$ cat src/rtl/wb_trace_pkg.sv
// rtl/wb_trace_pkg.sv - shared types and constants for the writeback trace FIFO
//
// Contents:
//   REG_W        destination register index width
//   SEQ_W_DEF    default sequence tag width
//   XLEN_DEF     default PC / write-data width
//   wb_entry_t   one trace entry {seq, pc, wr, wd} at default widths
//   entry_width  packed entry width for arbitrary XLEN / SEQ_W
package wb_trace_pkg;

    localparam int REG_W     = 5;
    localparam int SEQ_W_DEF = 16;
    localparam int XLEN_DEF  = 32;

    typedef struct packed {
        logic [SEQ_W_DEF-1:0] seq;
        logic [XLEN_DEF-1:0]  pc;
        logic [REG_W-1:0]     wr;
        logic [XLEN_DEF-1:0]  wd;
    } wb_entry_t;

    // Field order in the packed entry matches wb_entry_t: seq, pc, wr, wd.
    function automatic int entry_width(input int xlen, input int seq_w);
        return seq_w + xlen + REG_W + xlen;
    endfunction

endpackage

$ cat src/rtl/wb_trace_ram.sv
// rtl/wb_trace_ram.sv - DEPTH x entry flop array, one write port, one async read port
//
// Ports:
//   clk    in   clock
//   we     in   write enable
//   waddr  in   write address (FIFO tail)
//   wdata  in   entry to store
//   raddr  in   read address (FIFO head)
//   rdata  out  entry at raddr, combinational
module wb_trace_ram
    import wb_trace_pkg::*;
#(
    parameter int DEPTH = 8,
    parameter int W     = $bits(wb_entry_t),
    localparam int AW   = $clog2(DEPTH)
) (
    input  logic          clk,
    input  logic          we,
    input  logic [AW-1:0] waddr,
    input  logic [W-1:0]  wdata,
    input  logic [AW-1:0] raddr,
    output logic [W-1:0]  rdata
);

    logic [W-1:0] mem [DEPTH];

    // Storage is not reset; the top level masks the read data while empty.
    always_ff @(posedge clk) begin
        if (we) begin
            mem[waddr] <= wdata;
        end
    end

    assign rdata = mem[raddr];

endmodule

$ cat src/rtl/wb_trace_fifo.sv
// rtl/wb_trace_fifo.sv - register-writeback trace buffer with sequence tags and drop accounting
//
// Optional feature: define WB_TRACE_FILTER_X0_EN to ignore writes to x0.
//
// Ports:
//   clk_i        in   core clock
//   reset_i      in   asynchronous active-low reset
//   cap_en_i     in   capture enable
//   rf_we_i      in   regfile write enable
//   rf_wr_i      in   destination register
//   rf_wd_i      in   write data
//   pc_i         in   PC of the writing instruction
//   out_valid_o  out  head entry valid
//   out_ready_i  in   consumer accepts the head entry
//   out_pc_o     out  head PC
//   out_wr_o     out  head destination register
//   out_wd_o     out  head write data
//   out_seq_o    out  head sequence tag
//   count_o      out  occupancy
//   overflow_o   out  sticky drop flag
//   drop_cnt_o   out  saturating dropped-event count
//   clr_ovf_i    in   clears overflow_o and drop_cnt_o
module wb_trace_fifo
    import wb_trace_pkg::*;
#(
    parameter int DEPTH = 8,
    parameter int XLEN  = XLEN_DEF,
    parameter int SEQ_W = SEQ_W_DEF
) (
    input  logic                     clk_i,
    input  logic                     reset_i,
    input  logic                     cap_en_i,
    input  logic                     rf_we_i,
    input  logic [REG_W-1:0]         rf_wr_i,
    input  logic [XLEN-1:0]          rf_wd_i,
    input  logic [XLEN-1:0]          pc_i,
    output logic                     out_valid_o,
    input  logic                     out_ready_i,
    output logic [XLEN-1:0]          out_pc_o,
    output logic [REG_W-1:0]         out_wr_o,
    output logic [XLEN-1:0]          out_wd_o,
    output logic [SEQ_W-1:0]         out_seq_o,
    output logic [$clog2(DEPTH):0]   count_o,
    output logic                     overflow_o,
    output logic [SEQ_W-1:0]         drop_cnt_o,
    input  logic                     clr_ovf_i
);

    localparam int AW = $clog2(DEPTH);
    localparam int CW = AW + 1;
    localparam int EW = entry_width(XLEN, SEQ_W);

    logic [AW-1:0]    head;
    logic [AW-1:0]    tail;
    logic [CW-1:0]    count;
    logic [SEQ_W-1:0] seq;
    logic             ovf;
    logic [SEQ_W-1:0] dcnt;

    logic             qualify;
    logic             full;
    logic             pop;
    logic             push;
    logic             drop;
    logic [EW-1:0]    wdata;
    logic [EW-1:0]    rdata;

    always_comb begin
        qualify = cap_en_i & rf_we_i;
`ifdef WB_TRACE_FILTER_X0_EN
        qualify = qualify & (rf_wr_i != '0);
`else
        qualify = qualify;
`endif
    end

    assign full = (count == CW'(DEPTH));
    assign pop  = (count != '0) & out_ready_i;
    // A pop frees the slot in the same cycle, so full + pop still accepts.
    assign push = qualify & (~full | pop);
    assign drop = qualify & full & ~pop;

    assign wdata = {seq, pc_i, rf_wr_i, rf_wd_i};

    wb_trace_ram #(
        .DEPTH (DEPTH),
        .W     (EW)
    ) u_ram (
        .clk   (clk_i),
        .we    (push),
        .waddr (tail),
        .wdata (wdata),
        .raddr (head),
        .rdata (rdata)
    );

    always_ff @(posedge clk_i or negedge reset_i) begin
        if (!reset_i) begin
            head  <= '0;
            tail  <= '0;
            count <= '0;
            seq   <= '0;
            ovf   <= 1'b0;
            dcnt  <= '0;
        end else begin
            if (push) begin
                tail <= tail + 1'b1;
            end
            if (pop) begin
                head <= head + 1'b1;
            end
            if (push && !pop) begin
                count <= count + 1'b1;
            end else if (pop && !push) begin
                count <= count - 1'b1;
            end
            // Tags advance on dropped events too, so drops show up as gaps.
            if (qualify) begin
                seq <= seq + 1'b1;
            end
            // A drop wins over a simultaneous clear: the new drop is counted.
            if (drop) begin
                ovf <= 1'b1;
                if (clr_ovf_i) begin
                    dcnt <= SEQ_W'(1);
                end else if (dcnt != '1) begin
                    dcnt <= dcnt + 1'b1;
                end
            end else if (clr_ovf_i) begin
                ovf  <= 1'b0;
                dcnt <= '0;
            end
        end
    end

    assign out_valid_o = (count != '0);
    assign count_o     = count;
    assign overflow_o  = ovf;
    assign drop_cnt_o  = dcnt;

    // Mask stale storage while empty so the outputs read zero after reset.
    assign {out_seq_o, out_pc_o, out_wr_o, out_wd_o} = out_valid_o ? rdata : '0;

endmodule

$ cat config.mk
export PLATFORM = sky130hd
export DESIGN_NAME = wb_trace_fifo
export DESIGN_NICKNAME = d
export VERILOG_FILES = /design/src/rtl/wb_trace_pkg.sv /design/src/rtl/wb_trace_ram.sv /design/src/rtl/wb_trace_fifo.sv
export SDC_FILE = /design/constraint.sdc
export NUM_CORES = 1
export LEC_CHECK = 0
export CORE_MARGIN = 2
export CORE_UTILIZATION = 30
export DETAILED_ROUTE_END_ITERATION = 7
export GPL_ROUTABILITY_DRIVEN = 0
export GPL_TIMING_DRIVEN = 0
export PLACE_DENSITY = 0.57
export SETUP_SLACK_MARGIN = 0.15
export SLEW_MARGIN = 20
export SYNTH_ARGS = -nofsm -noshare
export SYNTH_HDL_FRONTEND = slang
export SYNTH_HIERARCHICAL = 1
export SYNTH_SLANG_ARGS = --single-unit
$ cat constraint.sdc
create_clock -name clk_i -period 17.58 [get_ports clk_i]
set_input_delay 4.395 -clock clk_i [delete_from_list [all_inputs] [get_ports clk_i]]
set_output_delay 4.395 -clock clk_i [all_outputs]
set_load 0.02 [all_outputs]
==> out/summary.txt <==
==================================================================================================
Number of global-route vias before repair                                                    14800
Fin area                                                                                35300 um^2
RSZ-0062 raised after global routing                                                         false
Gate count after technology mapping                                                           1315
PortBufs                                                                                       181
Top-Level Pins                                                                                 182
Number of nets with antenna violations after detailed routing                                    0
Cell types occupying the most area after synthesis                                    sky130_fd_sc_hd__edfxtp_1 (72%), sky130_fd_sc_hd__mux4_2 (13%), sky130_fd_sc_hd__dfrtp_1 (3.8%)
Clock tree buffer depth                                                                          3
Core Region                                                                             93600 um^2
Worst vdd ir                                                                             0.0874 mV
Setup violation total in the final timing report                                                 0
Slew at the pin with the worst max-slew slack                                             0.975 ns
Count of flip-flops with a built-in enable after synthesis                                     680
Avg WL per Cell                                                                            22.3 um
LEAKAGE                                                                                    11.3 nW
Effective utilization at floorplan                                                           30.3%
Min-delay worst type                                                                    reg -> reg
Total chip power                                                                           5.80 mW
Total global routing overflow                                                                    0
Slew Limit Fails                                                                                 0
Worst setup path category                                                               reg -> out
Achievable clock frequency                                                                 121 MHz
DIE AREA                                                                                97100 um^2
Die height                                                                                  312 um
Post-synthesis instance area                                                            28400 um^2
Synthesis Warnings                                                                               6
Wirelength, routed                                                                        65900 um
Top cells by count, synth                                                             sky130_fd_sc_hd__edfxtp_1 (680), sky130_fd_sc_hd__mux4_2 (170), sky130_fd_sc_hd__mux2_2 (90), sky130_fd_sc_hd__and2_1 (86), sky130_fd_sc_hd__dfrtp_1 (43)
TritonCTS clock tree                                                                          done
Data arrival, critical path                                                                3.89 ns
PostCTS Resize Cnt                                                                               0
CTS Root Buffer Type                                                                  sky130_fd_sc_hd__clkbuf_16
Data required time of the worst path                                                      13.19 ns
CP Max Fanout                                                                                   10
Clk sinks                                                                                      723
Pre-CTS setup slack                                                                        9.80 ns
Primary flip-flop cell chosen by synthesis mapping                                    sky130_fd_sc_hd__edfxtp_1
Ratio of final minimum period to clock period                                                47.2%
Count of TritonRoute iterations in the first routing pass                                        5
Number of rows created at floorplan                                                            112
Via count                                                                                    13800
Distinct cell type count after synthesis                                                        47
Initial antenna violation count                                                                  4
Number of filler cells placed in the layout                                                   8596
Count of endpoints failing hold in the final timing report                                       0
Post-CTS setup buffer count                                                                      0
Sort of element at the start of the critical path                                         register
All-Layer GR Usage                                                                           13.5%
Via density                                                                                   4.69
Biggest area consumer among synthesized cells                                         sky130_fd_sc_hd__edfxtp_1
Num CTS Buffers                                                                                 80
Outcome                                                                               finished clean
Clock transition time at the flip-flop clock pins of the worst setup and hold paths        0.06 ns
Area after detailed placement                                                           32800 um^2
Count of hold buffers inserted by post-cts repair                                                0
Power density over cell area                                                           164 nW/um^2
Sequential element share of the synthesized area                                             75.7%
Portion of synthesized cell area occupied by the leading cell type                           71.9%
Final critical delay including setup and external delays                                   8.29 ns
Nets in the synthesized netlist                                                               1398
First-pass GRT wire length                                                                97100 um
Initial drt markers                                                                            829
Type of element capturing the critical path                                             output pin
Syn Area/Cell                                                                            21.6 um^2
Post-synth ARST share                                                                        5.95%
Worst-Skew Late Latency                                                                    0.62 ns
DRC violations left                                                                              0
Seq cells post-synth                                                                           723
Most numerous cell in the Yosys netlist                                               sky130_fd_sc_hd__edfxtp_1
Die width                                                                                   312 um
Number of max-cap violations                                                                     0
Headroom to the max-slew limit                                                               34.5%
Final worst clock skew                                                                   0.0244 ns
Share of layout cells above drive strength 1                                                 27.9%
CTS H-tree lvls                                                                                  3
Total half-perimeter wirelength after legalization and detailed placement                 43400 um
Final sum of negative setup slack                                                             0 ns
Maximum number of pins on one net before global-route repair                                    25
Area added between synthesis and finish                                                      24.4%
Worst setup slack after layout                                                             9.29 ns
Number of nets in the layout                                                                  1721
==================================================================================================
-- flip-flops by register name, indices dropped and copies added (netlist names) --
signal	cells
u_ram/mem	680
drop_cnt_o	16
seq	16
count_o	4
head	3
tail	3
overflow_o	1
-- cell usage in the layout (no fill, tap or decap), drive strengths merged, types with 8 or more instances in the layout --
| master | count |
|---|---|
| buf | 93 |
| clkbuf | 131 |
| dfrtp | 43 |
| nand2 | 23 |
| nor2 | 15 |
| and2 | 86 |
| edfxtp | 680 |
| inv | 13 |
| clkinv | 26 |
| xnor2 | 18 |
| mux2 | 90 |
| nand3 | 21 |
| nor3 | 13 |
| o21ai | 9 |
| nor4 | 8 |
| mux4 | 170 |
| clkdlybuf4s50 | 180 |
-- path summary, 6_finish.rpt --
| kind | from | to | slack, ns | depth (start not counted) |
|---|---|---|---|---|
| worst max-delay path | head[2]$_DFFE_PN0N_ | out_pc_o[7] | 9.29 | 7 |
| worst min-delay path | head[2]$_DFFE_PN0N_ | head[2]$_DFFE_PN0N_ | 0.47 | 1 |
| worst max register to register | count_o[1]$_DFFE_PN0P_ | count_o[3]$_DFFE_PN0P_ | 13.90 | 10 |
| worst min register to register | head[2]$_DFFE_PN0N_ | head[2]$_DFFE_PN0N_ | 0.47 | 1 |
| max in group asynchronous | reset_i | seq[4]$_DFFE_PN0P_ | 13.26 | 2 |
| min in group asynchronous | reset_i | drop_cnt_o[2]$_DFFE_PN0P_ | 3.75 | 1 |
-- power breakdown --
part / total (mW) / switching (mW) / leakage, nW / internal [mW]
Combinational: 2.07 / 1.04 / 3.38 / 1.03
Clock: 1.62 / 0.657 / 1.25 / 0.965
Sequential: 2.11 / 0.0601 / 6.70 / 2.05
-- logic make-up (layout without fill, tap and decap cells) --
kind of cell / after synthesis / after routing / synth area share, %
simple gates: 194 / 194 / 3.90
compound gates: 27 / 27 / 0.639
xor+xnor: 25 / 25 / 0.771
flops: 723 / 723 / 75.7
fa+ha+maj: 8 / 8 / 0.379
buf+inv: 71 / 453 / 1.31
mux: 267 / 267 / 17.3
other cells: 0 / 1 / 0
-- final cells by class --
class	instances	area (um^2)	share of cell area [%]
Clock inverter	42	392	1.11
Tap cell	1254	1570	4.44
Clock buffer	99	2170	6.14
Timing Repair Buffer	241	2740	7.76
Multi-Input combinational cell	521	6580	18.6
Antenna cell	1	2.50	0.00708
Buffer	64	348	0.985
Sequential cell	723	21500	60.9
Inverter	7	26.3	0.0744
-- through the flow --
step | hold slack [ns] | util [%] | cells
floorplan | 0.440 | - | 1315
global placement | 0.455 | 33.9 | 2750
detailed placement | 0.466 | 35.0 | 2810
CTS | 0.478 | 37.7 | 2951
global route | 0.509 | 37.7 | 2951
finish | 0.474 | 37.7 | 2952
-- worst max-delay path: stages (launching register included) --
cell and delay (ns):
sky130_fd_sc_hd__dfrtp_1 0.36, sky130_fd_sc_hd__buf_2 0.36, sky130_fd_sc_hd__buf_2 0.46, sky130_fd_sc_hd__buf_1 0.67, sky130_fd_sc_hd__mux4_2 0.43, sky130_fd_sc_hd__mux2_2 0.29, sky130_fd_sc_hd__and2_1 0.14, sky130_fd_sc_hd__clkdlybuf4s50_1 0.54
-- layer usage --
layer | up-vias | share of wire (%) | global-route usage (%)
met5 | - | 0.056 | 0
met4 | 6 | 1.9 | 4.10
met3 | 76 | 5.7 | 3.16
met2 | 326 | 49 | 22.0
met1 | 7364 | 44 | 18.0
li1 | 6060 | - | -
(Power assumes the default switching activity.)
